## config.mk

```make
export PLATFORM = sky130hd
export DESIGN_NAME = mem_write_m2
export DESIGN_NICKNAME = d
export VERILOG_FILES = /design/src/rtl/mem_write_m2.sv
export SDC_FILE = /design/constraint.sdc
export NUM_CORES = 1
export LEC_CHECK = 0
export ABC_AREA = 0
export CELL_PAD_IN_SITES_DETAIL_PLACEMENT = 0
export CELL_PAD_IN_SITES_GLOBAL_PLACEMENT = 1
export CORE_ASPECT_RATIO = 0.7
export CORE_MARGIN = 2
export CORE_UTILIZATION = 33
export CTS_CLUSTER_SIZE = 16
export DETAILED_ROUTE_END_ITERATION = 8
export PLACE_DENSITY = 0.77
export SLEW_MARGIN = 25
export SYNTH_ARGS = -nofsm -noshare
export SYNTH_HDL_FRONTEND = slang
export SYNTH_SLANG_ARGS = --single-unit
```

## constraint.sdc

```tcl
create_clock -name clk -period 2.23 [get_ports clk]
set_input_delay 0.5575 -clock clk [delete_from_list [all_inputs] [get_ports clk]]
set_output_delay 0.5575 -clock clk [all_outputs]
set_load 0.03 [all_outputs]
```

## src/rtl/mem_write_m2.sv

```systemverilog
// mem_write_m2: write-side BRAM address generator for the output-stationary systolic array.
//
// Accepts skewed result columns from the array drain and produces per-bank write address,
// enable and data for N result banks. Lane 0 is addressed as results arrive; lane x repeats
// lane 0's address/enable x cycles later to match the upstream data skew.
//
// Ports
//   clk           rising-edge clock
//   rst           asynchronous active-high reset
//   start         single-cycle drain request, honoured only in IDLE
//   in_valid      lane-0 result valid (lane x valid x cycles later)
//   in_data       per-lane result word, already skewed upstream
//   wr_addr_bram  per-bank write address
//   wr_en_bram    per-bank write enable
//   wr_data_bram  per-bank write data (in_data registered once)
//   busy          high from the cycle after an accepted start until DONE
//   done          one-cycle pulse after the last lane write
//   err           sticky protocol error (in_valid outside WRITE), cleared by accepted start

module mem_write_m2 #(
    parameter int unsigned D_W = 8,
    parameter int unsigned N   = 3,
    parameter int unsigned M   = 6,
    localparam int unsigned DEPTH = (M * M) / N,
    localparam int unsigned AW    = $clog2(DEPTH)
) (
    input  logic                    clk,
    input  logic                    rst,
    input  logic                    start,
    input  logic                    in_valid,
    input  logic [N-1:0][D_W-1:0]   in_data,
    output logic [N-1:0][AW-1:0]    wr_addr_bram,
    output logic [N-1:0]            wr_en_bram,
    output logic [N-1:0][D_W-1:0]   wr_data_bram,
    output logic                    busy,
    output logic                    done,
    output logic                    err
);

    localparam int unsigned FCW = (N > 1) ? $clog2(N) : 1;
    localparam logic [AW-1:0]  LastAddr  = AW'(DEPTH - 1);
    localparam logic [FCW-1:0] LastFlush = FCW'(N - 1);

    typedef enum logic [1:0] {StIdle, StWrite, StFlush, StDone} state_e;

    state_e                 state_q;
    logic [AW-1:0]          cnt_q;
    logic [FCW-1:0]         flush_q;
    logic                   accept;

    logic [N-1:0]           en_q;
    logic [N-1:0][AW-1:0]   addr_q;
    logic [N-1:0][D_W-1:0]  data_q;

    assign accept = (state_q == StWrite) && in_valid;

    // Control FSM; busy/done/err are registered outputs.
    always_ff @(posedge clk or posedge rst) begin
        if (rst) begin
            state_q <= StIdle;
            cnt_q   <= '0;
            flush_q <= '0;
            busy    <= 1'b0;
            done    <= 1'b0;
            err     <= 1'b0;
        end else begin
            done <= 1'b0;
            case (state_q)
                StIdle: begin
                    if (start) begin
                        state_q <= StWrite;
                        cnt_q   <= '0;
                        err     <= 1'b0;
                        busy    <= 1'b1;
                    end else if (in_valid) begin
                        err <= 1'b1;
                    end
                end
                StWrite: begin
                    if (in_valid) begin
                        // The last address is issued once; the counter then holds.
                        if (cnt_q == LastAddr) begin
                            state_q <= StFlush;
                            flush_q <= '0;
                        end else begin
                            cnt_q <= cnt_q + 1'b1;
                        end
                    end
                end
                StFlush: begin
                    if (in_valid) begin
                        err <= 1'b1;
                    end
                    // N cycles lets the last lane-0 write ripple to lane N-1.
                    if (flush_q == LastFlush) begin
                        state_q <= StDone;
                        busy    <= 1'b0;
                        done    <= 1'b1;
                    end else begin
                        flush_q <= flush_q + 1'b1;
                    end
                end
                StDone: begin
                    if (in_valid) begin
                        err <= 1'b1;
                    end
                    state_q <= StIdle;
                end
                default: state_q <= StIdle;
            endcase
        end
    end

    // Lane skew chain: lane x is lane x-1 delayed by one register.
    always_ff @(posedge clk or posedge rst) begin
        if (rst) begin
            en_q   <= '0;
            addr_q <= '0;
            data_q <= '0;
        end else begin
            en_q[0]   <= accept;
            addr_q[0] <= cnt_q;
            for (int x = 1; x < N; x++) begin
                en_q[x]   <= en_q[x-1];
                addr_q[x] <= addr_q[x-1];
            end
            // Data is already skewed upstream, so one register aligns it with its enable.
            data_q <= in_data;
        end
    end

    assign wr_en_bram   = en_q;
    assign wr_addr_bram = addr_q;
    assign wr_data_bram = data_q;

endmodule
```

==> summary.txt, run 1 <==
status: finished clean
fin worst setup slack: 327 ps
DR iter-0 viols: 78
vias: 1163
number of fill cells: 409
GP Congestion: 0.777
Core Area: 4890 µm²
clock-pin slew on the worst setup and hold paths: 90 ps
Crit path largest cell delay: 680 ps
cells along the critical path: clkdlybuf4s50_1
maxcap violations: 0
# setup viols final: 0
Synth cell types: 31
CP startpoint kind: flip-flop
crit-path max FO: 3
Fmax achieved: 0.526 GHz
PD cells: 1120 nW/µm²
FF-to-FF Start: state_q[1]$_DFFE_PP0P_
post-synthesis sequential area ratio: 0.733
CTS tree: done
Post-DP HPWL: 2.68 mm
Worst Hold Depth: 0
kind of critical path: flip-flop to primary output
Final nets: 225
RSZ-0062 raised after global routing: false
Overflow after GRT: 0
Tightest Hold Check Type: flip-flop to flip-flop
largest cells by area after synthesis: dfrtp_1, ha_1, a21oi_1
I/O pin cnt: 70
CTS max path bufs: 2
Total GRT Usage: 0.132
Synth area leader: dfrtp_1
Pleak: 1.15 nW
antenna-violating nets left: 0
final WL: 3.61 mm
Yosys reg bits: 50
Skew-Pair Late Insertion Delay: 300 ps
CTS buffer count: 5
RR Endpoint: cnt_q[3]$_DFFE_PP0P_
R2R setup slack: 520 ps
clk sinks: 50
post-CTS resize count: 0
Final Cycle Share: 0.853
Layout Skew: 6.89 ps
peak supply drop: 423 µV
Setup Buffers After CTS: 0
cell count after synthesis: 113
routed length per instance: 13.9 µm
Util after Layout: 0.538
# diodes: 0
CP Depth: 1
setup_tns: 0 ps
R2R depth: 6
First-pass DRT Iterations: 4
CP Data Required Time: 1670 ps
H-tree level count: 2
first-pass GRT wire length: 5.95 mm
largest net degree at the start of global routing: 45
Min-Delay Startpoint: wr_addr_bram[5]$_DFF_PP0_
Vias/cell: 4.47
cts hold-fix bufs: 0
vias in the first global route: 1152
Area Growth Syn to Fin: 54.1%
Critical Path End Type: primary output
DRC viols: 0
slowest CP cell: clkdlybuf4s50_1
antenna violations before repair: 0
layout cell share with drive strength beyond 1: 0.0890
CP top delay family: buffers and inverters
row count: 21
final worst path period need: 1900 ps
share of the synthesized area in the top cell type: 0.733
Initial Util: 0.349
die width: 90.0 µm
hold path endpoint: wr_addr_bram[9]$_DFF_PP0_
Avg Inst Size Synth: 15.1 µm²
Hold Vio Cnt, Final: 0
Max-slew headroom: 0.701
synthesized cell area: 1710 µm²
Pwr Total: 0.00293 W
Place WS: 171 ps
Die Footprint: 5780 µm²
Ys Warns: 0
PortBufs: 69
root buffer cell: clkbuf_8
Worst Max-Slew Pin Slew: 436 ps
Mapped Nets: 148
CP bufs+invs: 1
Die Ht: 64.2 µm
Pins Over Slew Limit: 0
Worst EP arrival: 1350 ps
-- placed cells by master (no fill, tap or decap) --
cell type         n
a21oi_1           5
a221o_1           2
a221oi_2          1
and2_1            3
and2_4            1
and2b_4           1
buf_12            1
buf_4             2
bufinv_16         1
clkbuf_8          6
clkdlybuf4s50_1  69
dfrtp_1          50
ha_1              7
inv_1             5
inv_2             1
inv_6             1
mux2_1            1
mux2i_1           1
nand2_1           5
nand2b_1          2
nand3_1           4
nand3b_1          1
nand4b_2          1
nor2_1            2
nor2b_1           2
nor3b_1           1
nor4b_1           1
o211ai_1          1
o21ai_0           3
o21ai_1           1
o221ai_1          1
o311ai_2          1
o31ai_1           2
o32a_1            1
o41ai_1           1
or2_1             2
or3b_1            1
-- cells by family after synthesis --
group           Yosys count  synth area share
mux                       2            0.0125
simple gates             27            0.0989
flops                    50             0.733
compound gates           19            0.0857
buf+inv                   8            0.0190
fa+ha+maj                 7            0.0513
-- cell usage after synthesis, drive strengths merged --
cell type / count
nor2b: 2
buf: 2
nand4b: 1
nor3b: 1
nand3: 4
nor2: 2
nor4b: 1
o311ai: 1
a221o: 2
nand3b: 1
o21ai: 4
or3b: 1
a21oi: 5
or2: 2
and2b: 1
o31ai: 2
nand2b: 2
inv: 6
o41ai: 1
dfrtp: 50
mux2: 1
ha: 7
mux2i: 1
nand2: 5
and2: 4
a221oi: 1
o211ai: 1
o32a: 1
o221ai: 1
-- worst max-delay path by stage --
stage	startpoint	to	slack, ps
2_1_floorplan	rst	busy$_DFFE_PP0P_	470
3_3_place_gp	in_valid	state_q[1]$_DFFE_PP0P_	220
3_5_place_dp	in_valid	cnt_q[3]$_DFFE_PP0P_	170
4_1_cts	wr_addr_bram[3]$_DFF_PP0_	wr_addr_bram[3]	300
5_1_grt	wr_addr_bram[2]$_DFF_PP0_	wr_addr_bram[2]	270
6_report	busy$_DFFE_PP0P_	busy	330
-- report_power, final --
group          internal, W  leakage, nW  switching (W)
Sequential         0.00108        0.621       0.000121
Clock             0.000369       0.0618       0.000288
Combinational     0.000478        0.462       0.000599
Total              0.00193         1.15        0.00101
-- per-layer routing --
metal,part of all wire,global-route usage,wire length (µm),vias to the layer above
met5,0,0,0,-
met4,0.021,0.0615,75,0
met3,0.053,0.0389,191,7
met2,0.44,0.192,1580,50
met1,0.49,0.183,1770,559
li1,-,-,-,547
-- through the flow --
step / instance area (µm²) / hold slack (ps) / cells
3_3_place_gp: 2510 / 359 / 252
6_report: 2630 / 380 / 260
4_1_cts: 2630 / 383 / 260
5_1_grt: 2630 / 389 / 260
2_1_floorplan: 1710 / 411 / 113
3_5_place_dp: 2510 / 362 / 252
-- cell type report --
class	count	area [µm²]	area share
Sequential cell	50	1250	0.476
Timing Repair Buffer	72	726	0.276
Multi-Input combinational cell	55	424	0.161
Tap cell	69	86.3	0.0328
Clock buffer	6	82.6	0.0314
Clock inverter	2	38.8	0.0147
Inverter	6	22.5	0.00856
-- flip-flops by register name, summed over array words and instances, names as in the netlist --
signal / cells
wr_data_bram: 24
wr_en_bram: 3
flush_q: 2
done: 1
err: 1
cnt_q: 4
busy: 1
state_q: 2
wr_addr_bram: 12
Note: power is estimated with default switching activity, not from simulation.
==> run 2: changes to the inputs <==
REMOVE_ABC_BUFFERS = 1   (was unset)
==> summary.txt, run 2 (synthesized netlist as in run 1, its figures left out) <==
status: finished clean
vias in the first global route: 1193 (+3.6%)
Overflow after GRT: 0 (unchanged)
GP Congestion: 0.761 (-2.1%)
Fmax achieved: 0.524 GHz (-0.21%)
Critical Path End Type: primary output
layer with the highest usage: met2
FF-to-FF Start: state_q[1]$_DFFE_PP0P_
kind of critical path: flip-flop to primary output
CP startpoint kind: flip-flop
clock-pin slew on the worst setup and hold paths: 90 ps (about the same)
root buffer cell: clkbuf_8
Final Cycle Share: 0.855 (+0.00184)
PD cells: 1110 nW/µm² (-0.29%)
Final nets: 225 (unchanged)
Min-Delay Startpoint: wr_addr_bram[5]$_DFF_PP0_
Skew-Pair Late Insertion Delay: 300 ps (about the same)
first-pass GRT wire length: 5.90 mm (-0.92%)
Pwr Total: 0.00293 W (-0.29%)
most frequent cells in the layout: clkdlybuf4s50_1, dfrtp_1, ha_1, clkbuf_8
I/O pin cnt: 70 (unchanged)
# diodes: 0 (unchanged)
Post-DP HPWL: 2.65 mm (-0.95%)
Die Footprint: 5780 µm² (unchanged)
H-tree level count: 2 (unchanged)
antenna violations before repair: 0 (unchanged)
multi-input logic area: 424 µm² (unchanged)
CTS max path bufs: 2 (unchanged)
layout cell share with drive strength beyond 1: 0.0890 (unchanged)
largest net degree at the start of global routing: 28 (-38%)
DRC viols: 0 (unchanged)
Place WS: 213 ps (+41.3 ps)
slowest CP cell: clkdlybuf4s50_1
Worst EP arrival: 1350 ps (about the same)
antenna-violating nets left: 0 (unchanged)
Layout Skew: 3.67 ps (-3.22 ps)
Vias/cell: 4.61 (+3.0%)
CP bufs+invs: 1 (unchanged)
Initial Util: 0.349 (unchanged)
final worst path period need: 1910 ps (+4.09 ps)
R2R depth: 5 (-1)
hold path endpoint: wr_addr_bram[9]$_DFF_PP0_
DR iter-0 viols: 39 (-50%)
most common cell after layout, fill and taps aside: clkdlybuf4s50_1
crit-path max FO: 3 (unchanged)
R2R setup slack: 560 ps (+40 ps)
Pleak: 1.15 nW (unchanged)
CP top delay family: buffers and inverters
Worst Hold Depth: 0 (unchanged)
PortBufs: 69 (unchanged)
# setup viols final: 0 (unchanged)
clk sinks: 50 (unchanged)
setup_tns: 0 ps (unchanged)
GRT met2 Usage: 0.197 (+0.00473)
First-pass DRT Iterations: 4 (unchanged)
Die Ht: 64.2 µm (unchanged)
placed inst area: 2510 µm² (unchanged)
Tightest Hold Check Type: flip-flop to flip-flop
cts hold-fix bufs: 0 (unchanged)
fin worst setup slack: 323 ps (-4.09 ps)
routed length per instance: 13.6 µm (-2.1%)
Area Growth Syn to Fin: 54.1% (unchanged)
CTS buffer count: 5 (unchanged)
number of fill cells: 423 (+3.4%)
CP Data Required Time: 1670 ps (about the same)
Worst Max-Slew Pin Slew: 527 ps (+91.3 ps)
cells along the critical path: clkdlybuf4s50_1
maxcap violations: 0 (unchanged)
peak supply drop: 378 µV (-11%)
Crit path largest cell delay: 670 ps (about the same)
Hold Vio Cnt, Final: 0 (unchanged)
grt met3 use: 0.0531 (+0.0142)
post-CTS resize count: 0 (unchanged)
vias: 1198 (+3.0%)
Core Area: 4890 µm² (unchanged)
final WL: 3.53 mm (-2.1%)
FF+latch area: 1250 µm² (unchanged)
die width: 90.0 µm (unchanged)
RR Endpoint: cnt_q[0]$_DFFE_PP0P_
max reg flops: 24 (unchanged)
Setup Buffers After CTS: 0 (unchanged)
CTS tree: done
Pins Over Slew Limit: 0 (unchanged)
Final Cell Area: 2630 µm² (unchanged)
RSZ-0062 raised after global routing: false
row count: 21 (unchanged)
Max-slew headroom: 0.648 (-0.0530)
routing usage on met1: 0.173 (-0.0103)
Total GRT Usage: 0.135 (+0.00245)
run 2: how the worst max path moves through the flow:
stage               cells after the start                endpoint                 startpoint  slack (ps)
floorplan                               1        busy$_DFFE_PP0P_                        rst         470
detailed placement                      4  state_q[1]$_DFFE_PP0P_                   in_valid         210
global route                            1         wr_addr_bram[0]  wr_addr_bram[0]$_DFF_PP0_         270
CTS                                     1         wr_addr_bram[0]  wr_addr_bram[0]$_DFF_PP0_         310
finish                                  1                    busy           busy$_DFFE_PP0P_         320
global placement                        4  state_q[1]$_DFFE_PP0P_                   in_valid         240
run 2: cell type report:
type | count | share of cell area
Inverter | 6 | 0.00856
Clock inverter | 2 | 0.0147
Tap cell | 69 | 0.0328
Clock buffer | 6 | 0.0314
Sequential cell | 50 | 0.476
Multi-Input combinational cell | 55 | 0.161
Timing Repair Buffer | 72 | 0.276
run 2: metal layers:
metal / up-vias / share of wire
met5: - / 0
met4: 0 / 0.023
met3: 9 / 0.086
met2: 58 / 0.43
met1: 587 / 0.46
li1: 544 / -
run 2: metrics by stage:
stage	utilization	hold slack, ps	cells
floorplan	-	411	111
global placement	0.514	358	252
detailed placement	0.514	361	252
CTS	0.538	382	260
global route	0.538	398	260
finish	0.538	380	260
run 2: where the power goes:
| part | internal [W] | switching, W | total [W] |
|---|---|---|---|
| sequential | 0.00108 | 0.000123 | 0.00120 |
| clock | 0.000369 | 0.000298 | 0.000667 |
| combinational | 0.000476 | 0.000581 | 0.00106 |
==> run 3: changes to the inputs <==
CORE_MARGIN = unset   (was 2)
PLACE_DENSITY = 0.82   (was 0.77)
==> summary.txt, run 3 (synthesized netlist as in run 1, its figures left out) <==
Critical Path End Type: flip-flop
Vias/cell: 4.48 (-2.8%)
Final Cycle Share: 0.877 (+0.0216)
Fmax achieved: 0.512 GHz (-2.5%)
Final nets: 223 (-0.89%)
layout cell share with drive strength beyond 1: 0.0794 (-0.00964)
CTS buffer count: 5 (unchanged)
largest net degree at the start of global routing: 29 (+3.6%)
Hold Vio Cnt, Final: 0 (unchanged)
I/O pin cnt: 70 (unchanged)
maxcap violations: 0 (unchanged)
# setup viols final: 0 (unchanged)
antenna-violating nets left: 0 (unchanged)
Layout Skew: 7.19 ps (+3.52 ps)
Max-slew headroom: 0.662 (+0.0143)
clock-pin slew on the worst setup and hold paths: 90 ps (about the same)
antenna violations before repair: 0 (unchanged)
row count: 21 (unchanged)
Tightest Hold Check Type: flip-flop to flip-flop
root buffer cell: clkbuf_8
crit-path max FO: 15 (+12)
Setup Buffers After CTS: 0 (unchanged)
final hold slack: 377 ps (-2.88 ps)
final WL: 3.63 mm (+2.7%)
Pins Over Slew Limit: 0 (unchanged)
max reg flops: 24 (unchanged)
PD cells: 1110 nW/µm² (-0.43%)
Core Area: 4890 µm² (unchanged)
Overflow after GRT: 0 (unchanged)
Worst Max-Slew Pin Slew: 506 ps (-21.4 ps)
Die Footprint: 5470 µm² (-5.3%)
post-CTS resize count: 0 (unchanged)
GP Congestion: 0.728 (-4.4%)
Worst Hold Depth: 0 (unchanged)
PortBufs: 69 (unchanged)
Die Ht: 62.2 µm (-3.1%)
R2R depth: 5 (unchanged)
Pleak: 1.14 nW (-0.87%)
First-pass DRT Iterations: 4 (unchanged)
Total GRT Usage: 0.141 (+0.00630)
Util after Layout: 0.535 (-0.00307)
CP Data Required Time: 2430 ps (+760 ps)
placed inst area: 2490 µm² (-0.60%)
CTS max path bufs: 2 (unchanged)
DRC viols: 0 (unchanged)
first-pass GRT wire length: 5.73 mm (-2.8%)
H-tree level count: 2 (unchanged)
setup_tns: 0 ps (unchanged)
most common cell after layout, fill and taps aside: clkdlybuf4s50_1
CP startpoint kind: flip-flop
CTS tree: done
vias: 1155 (-3.6%)
final worst path period need: 1960 ps (+48.2 ps)
Initial Util: 0.349 (unchanged)
Skew-Pair Late Insertion Delay: 300 ps (about the same)
most frequent cells in the layout: clkdlybuf4s50_1, dfrtp_1, ha_1, clkbuf_8
peak supply drop: 502 µV (+33%)
status: finished clean
Post-DP HPWL: 2.75 mm (+3.6%)
vias in the first global route: 1134 (-4.9%)
DR iter-0 viols: 56 (+44%)
Area Growth Syn to Fin: 53.2%
cts hold-fix bufs: 0 (unchanged)
routed length per instance: 14.1 µm (+3.5%)
Final Cell Area: 2620 µm² (-0.57%)
die width: 88.0 µm (-2.2%)
clk sinks: 50 (unchanged)
kind of critical path: flip-flop to flip-flop
# diodes: 0 (unchanged)
RSZ-0062 raised after global routing: false
Worst EP arrival: 2150 ps (+800 ps)
[run 3: changes by cell type in the layout (fill, tap and decap cells not counted)]
cell | before | now
buf_4 | 2 | 0
[run 3: worst paths after layout]
| path | from | to | slack (ps) |
|---|---|---|---|
| min | wr_addr_bram[1]$_DFF_PP0_ | wr_addr_bram[5]$_DFF_PP0_ | 380 |
| max in group asynchronous | rst | cnt_q[2]$_DFFE_PP0P_ | 1100 |
| min reg2reg | wr_addr_bram[1]$_DFF_PP0_ | wr_addr_bram[5]$_DFF_PP0_ | 380 |
| min in group asynchronous | rst | wr_data_bram[10]$_DFF_PP0_ | 610 |
| max | state_q[1]$_DFFE_PP0P_ | cnt_q[3]$_DFFE_PP0P_ | 270 |
| max reg2reg | state_q[1]$_DFFE_PP0P_ | cnt_q[3]$_DFFE_PP0P_ | 270 |
[run 3: area by class of cell]
type                            instances  area, µm²
Multi-Input combinational cell         55        424
Timing Repair Buffer                   70        711
Clock buffer                            6       82.6
Sequential cell                        50       1250
Inverter                                6       22.5
Fill cell                             429       2270
Tap cell                               69       86.3
Clock inverter                          2       38.8
[run 3: layer usage]
metal / track usage / up-vias / share of wire
met5: 0 / - / 0
met4: 0.0430 / 0 / 0.0099
met3: 0.0479 / 5 / 0.11
met2: 0.207 / 58 / 0.41
met1: 0.196 / 548 / 0.47
li1: - / 544 / -
[run 3: per-stage QoR]
step / setup slack, ps / instances / total power, W
after floorplan: 471 / 111 / 0.00185
final: 275 / 258 / 0.00290
after CTS: 270 / 258 / 0.00292
after global placement: 148 / 250 / 0.00223
after global routing: 164 / 258 / 0.00307
after detailed placement: 116 / 250 / 0.00226
[run 3: critical path: stages, from the launching register on]
cell	delay, ps
dfrtp_1	430
inv_1	120
ha_1	480
mux2i_1	270
or2_1	310
o311ai_2	260
[run 3: report_power, final]
group | switching [W] | internal, W
logic | 0.000574 | 0.000466
registers | 0.000118 | 0.00108
clock network | 0.000290 | 0.000369
total | 0.000983 | 0.00191
